===== src/rtl/hazard_stall_controller.sv =====
// hazard_stall_controller: load-use/branch hazard stalls, redirect flushes and multi-cycle multiply hold for a 5-stage MIPS pipeline.
module hazard_stall_controller #(
  parameter int MULT_LATENCY = 4,
  parameter int CNT_W = 16
) (
  input  logic             Clk,
  input  logic             Reset,
  input  logic [4:0]       IFID_Rs,
  input  logic [4:0]       IFID_Rt,
  input  logic             IFID_UsesRt,
  input  logic             ID_Branch,
  input  logic             ID_Jr,
  input  logic             ID_MultStart,
  input  logic             BranchTaken,
  input  logic             Jump,
  input  logic [1:0]       IDEX_MemRead,
  input  logic             IDEX_RegWrite,
  input  logic [4:0]       IDEX_WriteReg,
  input  logic [1:0]       EXMEM_MemRead,
  input  logic [4:0]       EXMEM_WriteReg,
  output logic             PCWrite,
  output logic             IFIDWrite,
  output logic             IFIDFlush,
  output logic             controlMuxSignal,
  output logic             EXHold,
  output logic             EXMEMBubble,
  output logic             MultBusy,
  output logic [CNT_W-1:0] StallCycles
);
  localparam logic [0:0] RUN = 1'b0;
  localparam logic [0:0] MULT_BUSY = 1'b1;
  logic [0:0]       r_state;
  logic [3:0]       r_cnt;
  logic [CNT_W-1:0] r_stall_cycles;
  logic             w_busy;
  logic             w_idex_match;
  logic             w_exmem_match;
  logic             w_load_use;
  logic             w_br_haz;
  logic             w_stall;
  logic             w_run_ok;
  function automatic logic f_match(input logic [4:0] r, input logic [4:0] rs, input logic [4:0] rt, input logic uses_rt);
    return (r != 5'd0) && ((r == rs) || (uses_rt && (r == rt)));
  endfunction
  always_comb begin
    w_busy           = (r_state == MULT_BUSY);
    w_idex_match     = f_match(IDEX_WriteReg, IFID_Rs, IFID_Rt, IFID_UsesRt);
    w_exmem_match    = f_match(EXMEM_WriteReg, IFID_Rs, IFID_Rt, IFID_UsesRt);
    w_load_use       = (IDEX_MemRead != 2'd0) && w_idex_match;
    w_br_haz         = (ID_Branch || ID_Jr) && ((IDEX_RegWrite && w_idex_match) || ((EXMEM_MemRead != 2'd0) && w_exmem_match));
    w_stall          = w_load_use || w_br_haz;
    w_run_ok         = !w_busy && !w_stall;
    // Reset forces idle values regardless of the state still held in the registers
    PCWrite          = Reset || w_run_ok;
    IFIDWrite        = Reset || w_run_ok;
    controlMuxSignal = Reset || w_busy || !w_stall;
    IFIDFlush        = !Reset && w_run_ok && (BranchTaken || Jump);
    EXHold           = !Reset && w_busy;
    EXMEMBubble      = !Reset && w_busy;
    MultBusy         = w_busy;
    StallCycles      = r_stall_cycles;
  end
  always_ff @(posedge Clk) begin
    if (Reset) begin
      r_state        <= RUN;
      r_cnt          <= 4'd0;
      r_stall_cycles <= '0;
    end else begin
      if (w_busy) begin
        r_state <= (r_cnt == 4'd1) ? RUN : MULT_BUSY;
        r_cnt   <= r_cnt - 4'd1;
      end else if (!w_stall && ID_MultStart) begin
        r_state <= MULT_BUSY;
        r_cnt   <= 4'(MULT_LATENCY - 1);
      end
      if (!PCWrite && (r_stall_cycles != '1)) r_stall_cycles <= r_stall_cycles + 1'b1;
    end
  end
endmodule


===== config.mk =====
export PLATFORM = sky130hd
export DESIGN_NAME = hazard_stall_controller
export DESIGN_NICKNAME = d
export VERILOG_FILES = /design/src/rtl/hazard_stall_controller.sv
export SDC_FILE = /design/constraint.sdc
export NUM_CORES = 1
export LEC_CHECK = 0
export CORE_ASPECT_RATIO = 1.4
export CORE_MARGIN = 10
export CORE_UTILIZATION = 40
export CTS_CLUSTER_SIZE = 25
export DETAILED_ROUTE_END_ITERATION = 16
export PLACE_DENSITY = 0.77
export SYNTH_ARGS = -nofsm -noshare
export SYNTH_HDL_FRONTEND = slang
export SYNTH_SLANG_ARGS = --single-unit

===== constraint.sdc =====
create_clock -name Clk -period 1.9 [get_ports Clk]
set_clock_uncertainty 0.15 [all_clocks]
set_input_delay 0.19 -clock Clk [delete_from_list [all_inputs] [get_ports Clk]]
set_output_delay 0.19 -clock Clk [all_outputs]
set_load 0.01 [all_outputs]

# After elaboration in Yosys (flattened, before gate mapping)
# Cells that the tools add are included.
dict set report word_totals {
  output_inout_bits 23
  reg_bits 21
  input_bits 33
  word_cells 48
}
dict set report op_classes {
  reduce_logical 32
  muxes 5
  eq_ne 6
  n_addsub 2
}
# op n
set ops {}
lappend ops {{== test 5 bit} 4}
lappend ops {{adder 16 x 1 -> 16 bit (second input constant)} 1}
lappend ops {{!= test 16 bit (second input constant)} 1}
lappend ops {{logical AND 1 bit} 14}
lappend ops {{nonzero test 5 bit} 2}
lappend ops {{logical OR 1 bit} 9}
lappend ops {{2-to-1 mux 4 bit} 2}
lappend ops {{nonzero test 2 bit} 3}
lappend ops {{== test 4 x 1 -> 1 bit (second input constant)} 1}
lappend ops {{zero test 1 bit} 4}
lappend ops {{subtractor 4 x 1 -> 4 bit (second input constant)} 1}
lappend ops {{2-to-1 mux 1 bit} 3}

# Logic depth before layout (Yosys ltp)
dict set report logic_depth {
  word_depth 13
  mapped_depth 9
  depth_no_buf 6
}

# Least setup slack after synthesis
# No wires, ideal clock.
dict set report synth_timing {
  path_type {register -> register}
  startpoint {reg r_stall_cycles[3] (netlist: StallCycles[3])}
  endpoint {reg r_stall_cycles[15] (netlist: StallCycles[15])}
  synth_period_minus_slack_ns 2.081
  t_arrival_ns 1.810
  slack_ns -0.181
  setup_ns 0.121
  path_buffers 2
  stages_incl_launch_ff 9
  t_required_ns 1.629
  cell_sequence {dfxtp_1 and4_1 and2_1 buf_4 nand3_4 nor3b_4 buf_6 nor4_2 mux2_4}
}
dict set report synth_between {
  elab_chain_len 2
  word_cells_on_any_way 3
  classes_between {add/sub (1); eq/ne (1); reduce/logical (1)}
}
# item line
set synth_lines {}
lappend synth_lines {{start, declared} 34} ;# logic [CNT_W-1:0] r_stall_cycles;
lappend synth_lines {{start signal, assigned} 76} ;# if (!PCWrite && (r_stall_cycles != '1)) r_stall_cycles <= r_stall_cycles + 1'b1;
lappend synth_lines {{branches (longest 2 deep; another with adder 16 x 1 -> 16 bit)} --}
# Parallel ways; which one is timed is not known.
# A chain may end at the register's enable or synchronous reset.

# Worst setup path in the final report
dict set report layout_timing {
  startpoint {in IDEX_WriteReg[3]}
  endpoint {out IFIDFlush}
}
dict set report layout_between {
  elab_chain_len 12
  word_cells_on_any_way 15
  classes_between {eq/ne (2); reduce/logical (13)}
}
# item line
set layout_lines {}
lappend layout_lines {{start, declared} 18} ;# input logic [4:0] IDEX_WriteReg,
lappend layout_lines {{== test 5 bit} 43} ;# return (r != 5'd0) && ((r == rs) || (uses_rt && (r == rt)));
lappend layout_lines {{logical AND 1 bit} 43}
lappend layout_lines {{logical OR 1 bit} 43}
lappend layout_lines {{logical AND 1 bit (*)} 43}
lappend layout_lines {{logical AND 1 bit} 50} ;# w_br_haz = (ID_Branch || ID_Jr) && ((IDEX_RegWrite && w_idex_match) || ((EXMEM_MemRead != 2'd0) && w_exmem_mat ...
lappend layout_lines {{logical OR 1 bit} 50}
lappend layout_lines {{logical AND 1 bit} 50}
lappend layout_lines {{logical OR 1 bit (*)} 51} ;# w_stall = w_load_use || w_br_haz;
lappend layout_lines {{zero test 1 bit (*)} 52} ;# w_run_ok = !w_busy && !w_stall;
lappend layout_lines {{logical AND 1 bit (*)} 52}
lappend layout_lines {{logical AND 1 bit (*) (2 in a row)} 57} ;# IFIDFlush = !Reset && w_run_ok && (BranchTaken || Jump);
lappend layout_lines {{end, declared} 23} ;# output logic IFIDFlush,
# Mark *: on every way between the ends. The rest lies on a longest branch, timed or not.

==> results_tabular.tex <==
\begin{tabular}{lr}
\hline
Metric & Value \\
\hline
\multicolumn{2}{l}{\textbf{Run status}} \\
Result of the run & finished with violations \\
Violated checks & negative setup slack \\
\multicolumn{2}{l}{\textbf{Critical path}} \\
Maximum fanout along the worst path & 5 \\
Category of the worst setup path capture point & output port \\
Crit path arrival time & about 1600 ps \\
End of the critical path & IFIDFlush \\
Launching instance or port of the critical path & IDEX\_WriteReg[3] \\
Crit Reg-Reg Endpoint & StallCycles[4]\$\_SDFFE\_PP0P\_ \\
Depth of the most critical reg-to-reg path & 7 \\
FF-to-FF setup slack & -10 ps \\
Reg-to-Reg Start & StallCycles[3]\$\_SDFFE\_PP0P\_ \\
CP Class & in -> out \\
Element type at the critical path start & input port \\
CP required & about 1600 ps \\
\multicolumn{2}{l}{\textbf{STA}} \\
Maximum operating frequency & about 520 MHz \\
Post-Route Setup TNS & -59.1 ps \\
Unrepaired setup endpoints after global routing & true \\
Worst-margin pin slew & approximately 530 ps \\
Share of the cycle needed by the critical path after routing & 101\% \\
Hold slack & between 300 and 400 ps \\
Final-report max-slew violation count & 0 \\
Final setup viols & 4 \\
Final WS setup & -22.7 ps \\
Number of hold violations in the final report & 0 \\
Post-layout minimum cycle time & around 1900 ps \\
Tightest slew margin relative to the limit & between 60\% and 70\% \\
\multicolumn{2}{l}{\textbf{Route}} \\
Routed wire length per instance & around 18 um \\
Via density per instance & $\sim$5.7 \\
Remaining routing DRC violations & 0 \\
Initial DRT Pass Iterations & 4 \\
Vias after detailed routing & about 1700 \\
Wire length after detailed routing & roughly 5400 um \\
Iteration-0 DRC Markers & 58 \\
Count of antenna-violating nets left after detailed routing & 0 \\
\multicolumn{2}{l}{\textbf{Pwr}} \\
Net switching power & about 0.00035 W \\
Worst vdd ir & about 0.46 mV \\
Power per cell area & between 400 and 500 nW/um\^{}2 \\
Cell Int Power & approximately 0.00080 W \\
Fraction of power spent switching nets & 30.3\% \\
Sum of internal, switching and leakage power & 0.00115 W \\
Leakage power summed over all cells & $\sim$1.0 nW \\
Power share of the clock group & 26.1\% \\
Portion of total power attributed to combinational logic & 32.9\% \\
Sequential cell fraction of total power & 41.0\% \\
\multicolumn{2}{l}{\textbf{CTS}} \\
CTS H-Tree Depth & 1 \\
Sinks on the clock net & 21 \\
Clock tree from TritonCTS & built \\
Clock Root Buffer & sky130\_fd\_sc\_hd\_\_clkbuf\_8 \\
Worst-path clk slew & 80 ps \\
TritonCTS Buffers & 3 \\
Maximum buffer depth of the clock tree & 2 \\
Skew-Pair Late Insertion Delay & 260 ps \\
\multicolumn{2}{l}{\textbf{Synthesis}} \\
Synthesized netlist net count & around 210 \\
Synth warn & 0 \\
Number of distinct library cell variants in the gate-level netlist after synthesis & between 40 and 50 \\
Top cell type's share of synthesized area & about 29\% \\
Post-Syn Area & between 1000 and 1500 sq um \\
Fraction of the yosys area taken by sequential cells & 28.6\% \\
Leading cell types by total area after synthesis & sky130\_fd\_sc\_hd\_\_dfxtp\_1 (29\%), sky130\_fd\_sc\_hd\_\_xnor2\_1 (12\%), sky130\_fd\_sc\_hd\_\_a21oi\_1 (5.8\%), sky130\_fd\_sc\_hd\_\_o31ai\_1 (4.1\%), sky130\_fd\_sc\_hd\_\_or4\_1 (4.1\%) \\
Post-synthesis sequential element count & 21 \\
Number of instances in the synthesized netlist & roughly 170 \\
Cell taking the most area after synthesis & sky130\_fd\_sc\_hd\_\_dfxtp\_1 \\
Mapped Avg Cell Area & approximately 8.6 sq um \\
\multicolumn{2}{l}{\textbf{Die}} \\
Die span in y & 91.8 um \\
DIE WIDTH & between 70 and 80 um \\
CORE AREA & 3610 sq um \\
Starting utilization of the core area & between 40\% and 50\% \\
Die Outline Area & about 6500 sq um \\
Number of top-level pins & between 50 and 60 \\
Core Rows & 26 \\
\multicolumn{2}{l}{\textbf{Job}} \\
Maxcap violations & 0 \\
\multicolumn{2}{l}{\textbf{Placed design}} \\
Area post-placement & approximately 2200 sq um \\
Post-placement setup slack & -712 ps \\
GPL Wtd Cong & around 0.94 \\
Half-perimeter wire length after detailed placement & $\sim$3500 um \\
Number of buffers added on ports & 55 \\
\multicolumn{2}{l}{\textbf{Worst hold path}} \\
Worst min path class & in -> reg \\
\multicolumn{2}{l}{\textbf{Layout}} \\
Count of filler cells inserted in the layout & around 270 \\
Total number of nets in the final design & about 290 \\
Post-route cell area & roughly 2500 sq um \\
Synthesis-to-layout area growth & 68.6\% \\
Share of post-route cells with drive strength above 1 & 43.2\% \\
\multicolumn{2}{l}{\textbf{Global route}} \\
Number of antenna violations at the first check in global routing & 1 \\
Pin count of the biggest net entering global routing & 31 \\
Wire length of the first global-routing pass & a little under 8000 um \\
Combined global-route utilization of all metal layers & between 10\% and 20\% \\
Residual overflow from global routing & 0 \\
Number of global-route vias before repair & around 1600 \\
\hline
\end{tabular}
-- state kept, by name, indices dropped and copies added (netlist names) --
| signal | count |
|---|---|
| MultBusy | 1 |
| r_cnt | 4 |
| StallCycles | 16 |
-- power by group through the flow --
| stage | combinational, W | clock, W | sequential, W |
|---|---|---|---|
| floorplan | 0.000154 | 0 | 0.000481 |
| global placement | 0.000313 | 0 | 0.000480 |
| detailed placement | 0.000319 | 0 | 0.000481 |
| CTS | 0.000306 | 0.000303 | 0.000471 |
| global route | 0.000407 | 0.000324 | 0.000475 |
| finish | 0.000378 | 0.000300 | 0.000472 |
-- logic make-up (layout without fill, tap and decap cells) --
group | after synthesis | after routing | synth area share [%]
other cells | 0 | 2 | 0
mux | 2 | 2 | 2.04
compound gates | 47 | 47 | 21.9
simple gates | 62 | 62 | 26.5
fa+ha+maj | 3 | 3 | 2.55
xor+xnor | 20 | 20 | 11.9
buf+inv | 16 | 95 | 6.55
flops | 21 | 21 | 28.6
-- synthesized netlist by cell type (all sizes together) --
| cell type | number |
|---|---|
| a221oi | 1 |
| nand4 | 5 |
| a21oi | 17 |
| buf | 9 |
| or4 | 8 |
| inv | 4 |
| o41ai | 3 |
| or3b | 1 |
| a21o | 1 |
| o31ai | 8 |
| and2 | 2 |
| and3 | 2 |
| xnor2 | 20 |
| nand2b | 2 |
| ha | 3 |
| o21a | 2 |
| mux2 | 2 |
| nand2 | 9 |
| a22oi | 2 |
| o311a | 2 |
| nor2 | 7 |
| nor3 | 3 |
| o311ai | 1 |
| nand3 | 11 |
| o21ai | 3 |
| dfxtp | 21 |
| and4 | 1 |
| or2 | 1 |
| or3 | 2 |
| a311oi | 2 |
| nor3b | 1 |
| clkbuf | 3 |
| o22ai | 3 |
| nor2b | 3 |
| or4b | 2 |
| o211a | 1 |
| nor4 | 2 |
| o21bai | 1 |
-- how the worst min path moves through the flow --
stage / start / end / slack [ps] / depth (start not counted)
after floorplan: Reset / MultBusy$_SDFF_PP0_ / 230 / 2
after global placement: r_cnt[3]$_SDFFE_PP0P_ / r_cnt[3]$_SDFFE_PP0P_ / 310 / 1
after detailed placement: StallCycles[7]$_SDFFE_PP0P_ / StallCycles[7]$_SDFFE_PP0P_ / 330 / 2
after CTS: Reset / r_cnt[3]$_SDFFE_PP0P_ / 330 / 3
after global routing: Reset / r_cnt[3]$_SDFFE_PP0P_ / 330 / 3
final: Reset / r_cnt[3]$_SDFFE_PP0P_ / 330 / 3
-- worst max-delay path, stage by stage --
cell,delay [ps]
sky130_fd_sc_hd__buf_6,100
sky130_fd_sc_hd__xnor2_2,140
sky130_fd_sc_hd__nand4_1,150
sky130_fd_sc_hd__o22ai_4,110
sky130_fd_sc_hd__a221oi_4,530
sky130_fd_sc_hd__o211a_1,220
sky130_fd_sc_hd__buf_2,120
-- stage by stage --
step	util, %	std cells
2_1_floorplan	-	171
3_3_place_gp	61.7	283
3_5_place_dp	61.7	283
4_1_cts	63.1	287
5_1_grt	68.6	293
6_report	68.7	294
-- timing repair --
action	4_1_cts	5_1_grt
pin swaps	20	25
setup endpoints to repair	23	19
cloned	0	2
hold buffers	0	0
resized for setup	60	97
buffers inserted	0	4
-- final cells by class --
| cell class | instances | area (sq um) | area share, % |
|---|---|---|---|
| diodes | 2 | 5.00 | 0.202 |
| clock buffers | 3 | 41.3 | 1.66 |
| clock inverters | 1 | 5.00 | 0.202 |
| inverters | 4 | 15.0 | 0.605 |
| multi-input cells | 134 | 1150 | 46.2 |
| flip-flops and latches | 21 | 430 | 17.3 |
| well taps | 42 | 52.6 | 2.12 |
| repair buffers | 87 | 785 | 31.6 |
-- routing by layer --
layer | vias up | part of all wire, % | GRT usage (%)
li1 | 803 | - | -
met1 | 818 | 38 | 15.2
met2 | 51 | 54 | 24.4
met3 | 12 | 4.3 | 3.13
met4 | 0 | 3.8 | 6.31
met5 | - | 0 | 0
-- placed cells by master (no fill, tap or decap), types with 4 or more instances in the layout --
| cell | count |
|---|---|
| sky130_fd_sc_hd__buf_4 | 28 |
| sky130_fd_sc_hd__clkdlybuf4s50_1 | 20 |
| sky130_fd_sc_hd__dfxtp_1 | 17 |
| sky130_fd_sc_hd__xnor2_1 | 15 |
| sky130_fd_sc_hd__clkbuf_2 | 14 |
| sky130_fd_sc_hd__a21oi_1 | 11 |
| sky130_fd_sc_hd__nand3_1 | 8 |
| sky130_fd_sc_hd__o31ai_1 | 8 |
| sky130_fd_sc_hd__nand2_1 | 7 |
| sky130_fd_sc_hd__dlymetal6s2s_1 | 7 |
| sky130_fd_sc_hd__buf_6 | 7 |
| sky130_fd_sc_hd__a21oi_2 | 6 |
| sky130_fd_sc_hd__or4_1 | 6 |
| sky130_fd_sc_hd__xnor2_2 | 5 |
| sky130_fd_sc_hd__nand4_1 | 5 |
| sky130_fd_sc_hd__inv_1 | 4 |
| sky130_fd_sc_hd__nor2_2 | 4 |
| sky130_fd_sc_hd__buf_2 | 4 |
Power figures use the tool's default switching activity.
